--- src/rtl/matrix_column_scanner.sv ---
// Time-multiplexes a latched DATA_WIDTH-bit image onto a column-scanned LED matrix,
// one column per DIVIDER-cycle slot, with a blanking gap at the start of each slot.
module matrix_column_scanner #(
  parameter int DATA_WIDTH    = 35,
  parameter int COLUNE_SIZE   = 7,
  parameter int TOTAL_COLUNES = 5,
  parameter int DIVIDER       = 50000,
  parameter int BLANK_CYCLES  = 4
) (
  input  logic                     clk,
  input  logic                     reset,
  input  logic                     enable,
  input  logic [DATA_WIDTH-1:0]    display_data,
  output logic [COLUNE_SIZE-1:0]   row_out,
  output logic [TOTAL_COLUNES-1:0] colune_sel,
  output logic                     frame_done
);

  localparam int CNT_W = (DIVIDER > 1) ? $clog2(DIVIDER) : 1;
  localparam int COL_W = (TOTAL_COLUNES > 1) ? $clog2(TOTAL_COLUNES) : 1;
  localparam logic [CNT_W-1:0] CNT_MAX   = CNT_W'(DIVIDER - 1);
  localparam logic [CNT_W-1:0] BLANK_END = CNT_W'(BLANK_CYCLES);
  localparam logic [COL_W-1:0] COL_MAX   = COL_W'(TOTAL_COLUNES - 1);

  typedef enum logic {IDLE, SCAN} state_t;

  state_t                   state, state_nxt;
  logic [CNT_W-1:0]         cnt, cnt_nxt;
  logic [COL_W-1:0]         col, col_nxt;
  logic [DATA_WIDTH-1:0]    frame_buf, buf_nxt;
  logic [COLUNE_SIZE-1:0]   row_nxt;
  logic [TOTAL_COLUNES-1:0] sel_nxt;
  logic                     done_nxt;

  always_ff @(posedge clk) begin
    if (reset) begin
      state      <= IDLE;
      cnt        <= '0;
      col        <= '0;
      frame_buf  <= '0;
      row_out    <= '0;
      colune_sel <= '1;
      frame_done <= 1'b0;
    end else begin
      state      <= state_nxt;
      cnt        <= cnt_nxt;
      col        <= col_nxt;
      frame_buf  <= buf_nxt;
      row_out    <= row_nxt;
      colune_sel <= sel_nxt;
      frame_done <= done_nxt;
    end
  end

  // Outputs follow (cnt, col) one cycle late; the image is only re-latched at the frame wrap.
  always_comb begin
    state_nxt = state;
    cnt_nxt   = cnt;
    col_nxt   = col;
    buf_nxt   = frame_buf;
    row_nxt   = '0;
    sel_nxt   = '1;
    done_nxt  = 1'b0;
    case (state)
      IDLE: begin
        if (enable) begin
          state_nxt = SCAN;
          cnt_nxt   = '0;
          col_nxt   = '0;
          buf_nxt   = display_data;
        end
      end
      SCAN: begin
        if (cnt >= BLANK_END) begin
          row_nxt = frame_buf[COLUNE_SIZE*col +: COLUNE_SIZE];
          sel_nxt = ~(TOTAL_COLUNES'(1) << col);
        end
        if (!enable) begin
          state_nxt = IDLE;
          cnt_nxt   = '0;
          col_nxt   = '0;
        end else if (cnt == CNT_MAX) begin
          cnt_nxt = '0;
          if (col == COL_MAX) begin
            col_nxt  = '0;
            buf_nxt  = display_data;
            done_nxt = 1'b1;
          end else begin
            col_nxt = col + COL_W'(1);
          end
        end else begin
          cnt_nxt = cnt + CNT_W'(1);
        end
      end
      default: state_nxt = IDLE;
    endcase
  end

endmodule

--- config.mk ---
export PLATFORM = sky130hd
export DESIGN_NAME = matrix_column_scanner
export DESIGN_NICKNAME = d
export VERILOG_FILES = /design/src/rtl/matrix_column_scanner.sv
export SDC_FILE = /design/constraint.sdc
export NUM_CORES = 1
export LEC_CHECK = 0
export ABC_CLOCK_PERIOD_IN_PS = 3800
export BUFFER_PORTS_ARGS = -buffer_cell sky130_fd_sc_hd__clkbuf_2
export CORE_MARGIN = 2
export CORE_UTILIZATION = 35
export CTS_BUF_LIST = sky130_fd_sc_hd__clkbuf_8
export CTS_CLUSTER_DIAMETER = 120
export DETAILED_ROUTE_END_ITERATION = 16
export GPL_TIMING_DRIVEN = 0
export PLACE_DENSITY_LB_ADDON = 0.2
export SLEW_MARGIN = 20
export SYNTH_ARGS = -nofsm -noshare
export SYNTH_HDL_FRONTEND = slang
export SYNTH_SLANG_ARGS = --single-unit
--- constraint.sdc ---
create_clock -name clk -period 3.8 [get_ports clk]
set_input_delay 0.38 -clock clk [delete_from_list [all_inputs] [get_ports clk]]
set_output_delay 0.38 -clock clk [all_outputs]
set_load 0.005 [all_outputs]
==> key figures, run 1 <==
Critical path
  – CP endpoint kind: flop
  – Largest stage delay, worst path: 0.55 ns
  – Maximum fanout along the worst path: 10
  – Flop2flop setup slack: 1.41 ns
  – Worst setup SP type: flop
  – Worst R2R End: col[2]
  – Cell Chain, Critical Path: or4_1, or4_1, buf_2, clkbuf_1, nand3b_1, o32ai_1
  – CP arrival: 2.64 ns
  – Worst-case reg-to-reg path depth: 6
  – Setup CP Type: reg2reg
  – Top cell by count, worst path: or4_1
  – Slowest CP cell: or4_1
  – Worst R2R Start: cnt[12]
  – CP Data Required Time: 4.05 ns

Layout
  – Area grow syn2layout: 18.1%
  – Post-route insts no fill: 550
  – ANT cells: 0
  – Most common cell after layout, fill and taps aside: nand2b_1
  – Fillers: 946
  – Core Util, Final: 0.426
  – Proportion of layout cells with a drive suffix above 1: 0.185
  – # nets final: 462
  – Most frequent cells in the layout: nand2b_1, dfxtp_1, clkbuf_2

Pwr
  – Sw Ratio: 0.237
  – Leakage Power: 0.00153 uW
  – Clock share of power: 0.401
  – Peak VDD IR: 0.166 mV
  – Sequential power share: 0.514
  – Internal: 1120 uW
  – Switch Pwr: 346 uW
  – Pwr dens: 371 nW/um^2
  – Combinational Power Share: 0.085

GRT
  – First-pass GRT wire length: between 10 and 15 mm
  – Vias in the first global route: 2668
  – All-layer global routing usage: 0.170
  – Initial antenna violation count: 0
  – GRT overflow: 0
  – Pin count of the biggest net entering global routing: 12

Timing
  – Fin crit share: 0.628
  – TNS Setup: 0 ns
  – Setup Skew: 0.0142 ns
  – Final Max Tran Viols: 0
  – Min cycle time layout: 2.39 ns
  – Final Hold Viols: 0
  – Worst slew margin: 0.418
  – Final Setup Violations: 0
  – Unrepaired setup endpoints after global routing: false
  – Slew @ Worst Pin: 0.867 ns
  – F_max: approximately 420 MHz

Die
  – Die Area: 10300 sq um
  – Die height: 102 um
  – Core Area: 9240 sq um
  – Starting Density: 0.361
  – Row count: 35
  – Die width: 102 um
  – Ports: 51

Clock network
  – CTS tree: done
  – Post-CTS sizing: 0
  – Clock tree root buffer cell: clkbuf_8
  – H-tree depth: 3
  – CTS max path bufs: 2
  – Post-CTS Hold Buffers: 0
  – Cts bufs inserted: 9
  – Setup Buffers After CTS: 0
  – Clock slew at reported path FFs: about 0.080 ns
  – Sink Count: 68
  – Clk Latency, worst-skew pair: 0.35 ns

Logic synthesis
  – Yosys warnings: 0
  – Synth top area share: 0.408
  – Library cells used by synthesis: 40
  – Mapped Cells: 356
  – Sequential area share after synthesis: 0.408
  – Synth area leader: dfxtp_1
  – Mapped Area: between 3000 and 4000 sq um
  – Mapped Avg Cell Area: 9.37 sq um
  – Syn Nets: 401
  – Yosys reg bits: 68
  – Top cells by area, synth: dfxtp_1, nand2b_1, mux2i_1

Drt
  – Initial DRT Pass Iterations: 4
  – Number of vias per cell: 4.97
  – 1st-iter DRT viols: ~110
  – Post-route ant nets: 0
  – Vias: 2735
  – WL/cell: approximately 15 um
  – Total wire length: approximately 8 mm
  – Drc violations: 0

Min path
  – Hold endpoint: frame_buf[19]
  – Hold path start: display_data[19]
  – Cells on Worst Hold Path: 3
  – Hold Path Class: in2reg

Placement
  – Cell count after placement: 535
  – GP Congestion: 0.874
  – Final HPWL DP: 5.95 mm
  – Port Buf Inserts: 50

Job
  – Max cap viols: 0

Run status
  – Outcome: finished clean
Yosys cell counts, drive strengths merged:
cell type and number:
or3 4, or4b 2, nand2 23, nand4bb 1
mux2i 36, o21a 1, dfxtp 68, buf 6
ha 7, nand3b 2, a311o 1, nand2b 72
nor3 5, nand4 8, o2111ai 1, and2 2
nor2 7, xor2 1, o22ai 1, nor4 4
a311oi 1, a41oi 1, and3 1, inv 9
or4 3, o31a 1, o21ai 5, a2bb2oi 1
a32oi 1, mux4 7, o32ai 2, o211ai 6
nand3 22, a21oi 11, a31oi 10, nor2b 1
and4 3, clkbuf 19
final cells by class:
class,instances,area [sq um],area share
multi-input combinational,254,1810,0.461
timing repair buffer,50,250,0.0636
buffer,25,125,0.0318
clock inverter,5,53.8,0.0137
inverter,9,33.8,0.00858
clock buffer,10,138,0.0350
tap,129,161,0.0410
sequential,68,1360,0.346
worst max-delay path, delay by kind of cell (launching register included):
family,cells,cell delay [ns]
DFF,1,0.36
and+or+nand+nor,3,1.34
AOI/OAI and AO/OA,1,0.15
buffers and inverters,2,0.44
cell families after synthesis:
kind of cell,Yosys count,synth area share
AOI/OAI and AO/OA,43,0.0844
xor gates and xnor gates,1,0.00263
adders and majority gates,7,0.0263
buffers and inverters,34,0.0477
DFF,68,0.408
muxes,43,0.155
and+or+nand+nor,160,0.275
routing by layer:
metal  vias to the layer above  routed length, um  track usage
met5                         -                  0            0
met4                         0                120       0.0593
met3                        14                349       0.0380
met2                        69               3820        0.264
met1                      1268               3790        0.232
li1                       1384                  -            -
sequential cells by signal, summed over array words and instances, names as in the netlist:
register / count
cnt: 16
frame_buf: 35
row_out: 7
colune_sel: 5
state: 1
col: 3
frame_done: 1
through the flow:
stage | setup slack [ns] | area [sq um] | hold slack (ns) | total power, uW
finish | 1.41 | 3940 | 0.266 | 1460
global route | 1.10 | 3940 | 0.265 | 1530
CTS | 1.37 | 3940 | 0.249 | 1480
detailed placement | 1.41 | 3750 | 0.465 | 894
global placement | 1.42 | 3750 | 0.458 | 891
floorplan | 1.63 | 3330 | 0.448 | 846
power groups by stage:
stage	sequential (uW)	clock (uW)	combinational (uW)
after floorplan	762	0	83.8
after global placement	768	0	123
after detailed placement	769	0	125
after CTS	752	603	126
after global routing	754	635	138
final	752	586	124
how the worst max path moves through the flow:
stage / end / from / cells after the start / slack (ns)
final: col[2] / cnt[12] / 6 / 1.41
after global routing: frame_buf[12] / col[0] / 8 / 1.10
after CTS: frame_buf[12] / col[0] / 8 / 1.37
after detailed placement: frame_buf[22] / col[0] / 8 / 1.41
after global placement: frame_buf[26] / col[0] / 8 / 1.42
after floorplan: frame_buf[10] / cnt[12] / 7 / 1.63
No activity file was read; power rests on OpenSTA's default activity.
==> inputs of run 2 (changes only) <==
ABC_CLOCK_PERIOD_IN_PS = 1940   (was 3800)
clock period = 1.94 ns   (was 3.8 ns; I/O delays follow)
==> key figures, run 2 (synthesis results as in run 1) <==
Run status
  – Outcome: complete, but fails checks
  – Violated checks: setup timing

Clock network
  – Clock tree root buffer cell: clkbuf_8
  – H-tree depth: 3
  – CTS tree: done
  – Clock slew at reported path FFs: 0.08 ns
  – CTS max path bufs: 2
  – Sink Count: 68
  – Clk Latency, worst-skew pair: 0.35 ns
  – Cts bufs inserted: 9

Critical path
  – Maximum fanout along the worst path: 6
  – Setup crit start: cnt[13]
  – Worst setup SP type: flop
  – Critical path destination: frame_buf[18]
  – CP arrival: 2.28 ns
  – Flop2flop setup slack: -0.11 ns
  – Setup CP Type: reg2reg
  – Worst R2R Start: cnt[13]
  – CP Data Required Time: 2.18 ns
  – CP endpoint kind: flop
  – Worst-case reg-to-reg path depth: 6
  – Worst R2R End: frame_buf[18]

Pwr
  – Tot Pwr: 2830 uW
  – Pwr dens: 670 nW/um^2
  – Leakage Power: between 0.0015 and 0.002 uW
  – Peak VDD IR: 0.406 mV

Timing
  – Worst slew margin: 0.415
  – Min cycle time layout: 2.05 ns
  – Slew @ Worst Pin: 0.871 ns
  – F_max: 488 MHz
  – Final Hold Viols: 0
  – Unrepaired setup endpoints after global routing: true
  – Fin crit share: 1.06
  – Setup ws final: -0.108 ns
  – Final Setup Violations: 40
  – Final Max Tran Viols: 0
  – Setup Skew: 0.0125 ns

Drt
  – Vias: around 2900
  – Drc violations: 0
  – WL/cell: 15.1 um
  – Initial DRT Pass Iterations: 4
  – Post-route ant nets: 0
  – 1st-iter DRT viols: 91
  – Number of vias per cell: 5.08
  – Total wire length: 8.47 mm

Layout
  – Area taken by multi-input logic gates: approximately 1900 sq um
  – Top Registers: frame_buf x35, cnt x16, row_out x7
  – Most common cell after layout, fill and taps aside: nand2b_1
  – # nets final: 472
  – ANT cells: 0
  – Proportion of layout cells with a drive suffix above 1: 0.269
  – Fillers: 890
  – Most frequent cells in the layout: nand2b_1, dfxtp_1, clkbuf_2
  – Max FFs per register: 35
  – Reg area: approximately 1400 sq um
  – Area grow syn2layout: 26.8%
  – Core Util, Final: 0.457
  – Largest Register: frame_buf

Die
  – Starting Density: 0.361
  – Die Area: 10300 sq um
  – Ports: 51
  – Row count: 35
  – Die width: 102 um
  – Die height: 102 um
  – Core Area: approximately 9200 sq um

Placement
  – Port Buf Inserts: 50
  – Final HPWL DP: 5.95 mm
  – GP Congestion: 0.857

GRT
  – GRT overflow: 0
  – Vias in the first global route: 2697
  – All-layer global routing usage: 0.169
  – Initial antenna violation count: 0
  – First-pass GRT wire length: 13.5 mm
  – Pin count of the biggest net entering global routing: 13

Job
  – Max cap viols: 0

Min path
  – Hold Path Class: in2reg
==> run 2: worst max-delay path: stages, from the launching register on <==
cell and delay (ns):
dfxtp_2 0.33, or4_4 0.52, or4_4 0.48, a2bb2oi_4 0.19, buf_12 0.16, clkbuf_16 0.16, mux2i_1 0.11
==> run 2: per-stage QoR <==
step | setup WS [ns] | setup TNS [ns] | instance area [sq um] | instances | hold slack [ns]
2_1_floorplan | -0.0797 | -2.42 | 3360 | 356 | 0.322
3_3_place_gp | -0.414 | -17.01 | 3770 | 535 | 0.436
3_5_place_dp | -0.422 | -17.27 | 3770 | 535 | 0.443
4_1_cts | -0.138 | -4.77 | 4080 | 557 | 0.0662
5_1_grt | -0.144 | -4.90 | 4230 | 561 | 0.0697
6_report | -0.108 | -2.99 | 4230 | 561 | 0.0743
==> run 2: worst min path at each step <==
stage / from / cells after the start / endpoint / slack, ns
2_1_floorplan: enable / 1 / state / 0.32
3_3_place_gp: display_data[16] / 3 / frame_buf[16] / 0.44
3_5_place_dp: display_data[16] / 3 / frame_buf[16] / 0.44
4_1_cts: display_data[16] / 3 / frame_buf[16] / 0.07
5_1_grt: display_data[32] / 3 / frame_buf[32] / 0.07
6_report: display_data[16] / 3 / frame_buf[16] / 0.07
==> run 2: area by class of cell <==
| cell class | count | share of cell area |
|---|---|---|
| tap | 129 | 0.0382 |
| multi-input combinational | 254 | 0.441 |
| inverter | 9 | 0.00799 |
| sequential | 68 | 0.327 |
| clock inverter | 6 | 0.00947 |
| clock buffer | 10 | 0.0326 |
| buffer | 21 | 0.0423 |
| timing repair buffer | 64 | 0.102 |
==> run 2: what timing repair did <==
| item | 4_1_cts | 5_1_grt |
|---|---|---|
| endpoints found under the setup margin | 53 | 54 |
| hold buffers | 0 | 0 |
| endpoints found under the hold margin | 0 | 0 |
| buffers inserted | 8 | 1 |
| resized for setup | 19 | 25 |
| gates cloned | 1 | 4 |
==> run 2: layer usage <==
metal  GRT usage  vias up  wire length (um)
met4      0.0530        0                74
met1       0.233     1351              3960
met5           0        -                 0
met2       0.265       77              4030
li1            -     1416                 -
met3      0.0359        8               404
==> run 2: where the power goes <==
group	total, uW	switching (uW)	internal [uW]
registers	1470	29.2	1440
logic	295	130	165
clock network	1070	573	496
total	2830	732	2100
==> inputs of run 3 (changes only) <==
--- a/config.mk
+++ b/config.mk
@@ -8,4 +8,5 @@
 export ABC_CLOCK_PERIOD_IN_PS = 1940
 export BUFFER_PORTS_ARGS = -buffer_cell sky130_fd_sc_hd__clkbuf_2
+export CORE_ASPECT_RATIO = 1.4
 export CORE_MARGIN = 2
 export CORE_UTILIZATION = 35
@@ -15,4 +16,5 @@
 export GPL_TIMING_DRIVEN = 0
 export PLACE_DENSITY_LB_ADDON = 0.2
+export SKIP_LAST_GASP = 1
 export SLEW_MARGIN = 20
 export SYNTH_ARGS = -nofsm -noshare
==> constraint.sdc (replaced) <==
create_clock -name clk -period 1.94 [get_ports clk]
set_input_delay 0.194 -clock clk [delete_from_list [all_inputs] [get_ports clk]]
set_output_delay 0.194 -clock clk [all_outputs]
set_load 0.01 [all_outputs]
==> key figures, run 3 (synthesis results as in run 1) <==
Clock network
  – H-tree depth: 3
  – Cts bufs inserted: 9
  – CTS tree: done
  – Clock tree root buffer cell: clkbuf_8
  – CTS max path bufs: 2
  – Clock slew at reported path FFs: 0.08 ns
  – Sink Count: 68
  – Clk Latency, worst-skew pair: about 0.36 ns
  – Post-CTS Hold Buffers: 0

Timing
  – F_max: 479 MHz
  – TNS Setup: -3.91 ns
  – Slew @ Worst Pin: roughly 0.90 ns
  – Fin crit share: 1.08
  – Final Setup Violations: 39
  – Unrepaired setup endpoints after global routing: true
  – Setup ws final: -0.146 ns
  – Final Max Tran Viols: 0
  – Setup Skew: 0.0103 ns
  – Worst slew margin: 0.398
  – Final Hold Viols: 0
  – Min cycle time layout: 2.09 ns

Layout
  – Fillers: 944
  – # nets final: between 400 and 500
  – Largest Register: frame_buf
  – ANT cells: 0
  – Final instance area: 4080 sq um
  – Area grow syn2layout: 22.3%
  – Top Registers: frame_buf x35, cnt x16, row_out x7
  – Proportion of layout cells with a drive suffix above 1: 0.252
  – Most common cell after layout, fill and taps aside: nand2b_1
  – Max FFs per register: 35
  – Most frequent cells in the layout: nand2b_1, dfxtp_1, clkbuf_2

Die
  – Die Area: 10300 sq um
  – Ports: 51
  – Die height: 119 um
  – Core Area: 9350 sq um
  – Starting Density: 0.356
  – Die width: 86.5 um
  – Row count: between 40 and 50

Critical path
  – Cell Chain, Critical Path: or4_4, or4_4, a2bb2oi_2, buf_6, buf_12, mux2i_2
  – CP Buf/Inv Count: 2
  – Worst setup SP type: flop
  – Maximum fanout along the worst path: 10
  – CP arrival: 2.33 ns
  – Largest stage delay, worst path: 0.54 ns
  – Slowest CP cell: or4_4
  – Largest delay share family, worst path: simple AND/OR/NAND/NOR gates
  – Setup CP Type: reg2reg
  – CP endpoint kind: flop
  – CP Data Required Time: 2.19 ns
  – Top cell by count, worst path: or4_4

GRT
  – First-pass GRT wire length: 13.6 mm
  – All-layer global routing usage: 0.175
  – Pin count of the biggest net entering global routing: 13
  – GRT overflow: 0
  – Vias in the first global route: 2774
  – Initial antenna violation count: 0

Placement
  – Final HPWL DP: about 6.2 mm
  – Place WS: -0.443 ns
  – Port Buf Inserts: 50
  – DP Area: 3750 sq um
  – GP Congestion: 0.884

Drt
  – Post-route ant nets: 0
  – Total wire length: about 8.6 mm
  – Drc violations: 0
  – Initial DRT Pass Iterations: 4
  – Vias: approximately 2800
  – 1st-iter DRT viols: 102
  – WL/cell: 16.1 um
  – Number of vias per cell: 5.23

Pwr
  – Pwr dens: 742 nW/um^2
  – Tot Pwr: 3020 uW
  – Peak VDD IR: 0.338 mV
  – Leakage Power: 0.00159 uW

Run status
  – Violated checks: setup timing
  – Outcome: complete, but fails checks

Job
  – Max cap viols: 0

Min path
  – Hold Path Class: in2reg
run 3: changes by cell type in the layout (fill, tap and decap cells not counted), moves of 2 or more:
cell and delta:
clkbuf_8 -2, clkbuf_16 -4, buf_6 -4, dfxtp_1 +3, mux2i_2 +2, mux2i_1 -2
bufinv_16 +2, dfxtp_4 -3
run 3: path summary, 6_finish.rpt:
| kind | from | cells after the start | end | slack [ns] |
|---|---|---|---|---|
| max | cnt[13] | 6 | frame_buf[26] | -0.15 |
| min | display_data[19] | 3 | frame_buf[19] | 0.06 |
| max reg2reg | cnt[13] | 6 | frame_buf[26] | -0.15 |
| min reg2reg | frame_buf[16] | 2 | frame_buf[16] | 0.48 |
run 3: power breakdown:
| group | total (uW) | switching [uW] | internal [uW] |
|---|---|---|---|
| logic | 263 | 121 | 142 |
| registers | 1470 | 30.0 | 1440 |
| clock network | 1290 | 569 | 718 |
run 3: final cells by class:
cell class / instances / area, sq um / share of cell area
tap: 110 / 138 / 0.0338
sequential: 68 / 1370 / 0.336
inverter: 9 / 33.8 / 0.00829
multi-input combinational: 254 / 1880 / 0.460
clock inverter: 7 / 91.3 / 0.0224
clock buffer: 9 / 124 / 0.0304
timing repair buffer: 56 / 295 / 0.0724
buffer: 21 / 148 / 0.0362
run 3: what timing repair did:
| item | 4_1_cts | 5_1_grt |
|---|---|---|
| gates cloned | 0 | 0 |
| buffers inserted | 5 | 1 |
| endpoints found under the setup margin | 55 | 53 |
| resized for setup | 18 | 9 |
run 3: worst reg2reg max path: stages, from the launching register on:
cell and delay (ns):
dfxtp_2 0.34, or4_4 0.54, or4_4 0.48, a2bb2oi_2 0.16, buf_6 0.15, buf_12 0.15
mux2i_2 0.15
run 3: per-stage QoR:
stage	std cells	hold WS [ns]	util
after detailed placement	516	0.439	0.401
after CTS	534	0.0516	0.432
final	534	0.0605	0.436
after global placement	516	0.436	0.401
after global routing	534	0.0643	0.436
after floorplan	356	0.322	-
run 3: metal layers:
layer,part of all wire,vias up,track usage
met5,0,-,0
met3,0.036,19,0.0296
met4,0.033,0,0.104
li1,-,1385,-
met2,0.52,70,0.302
met1,0.41,1317,0.197
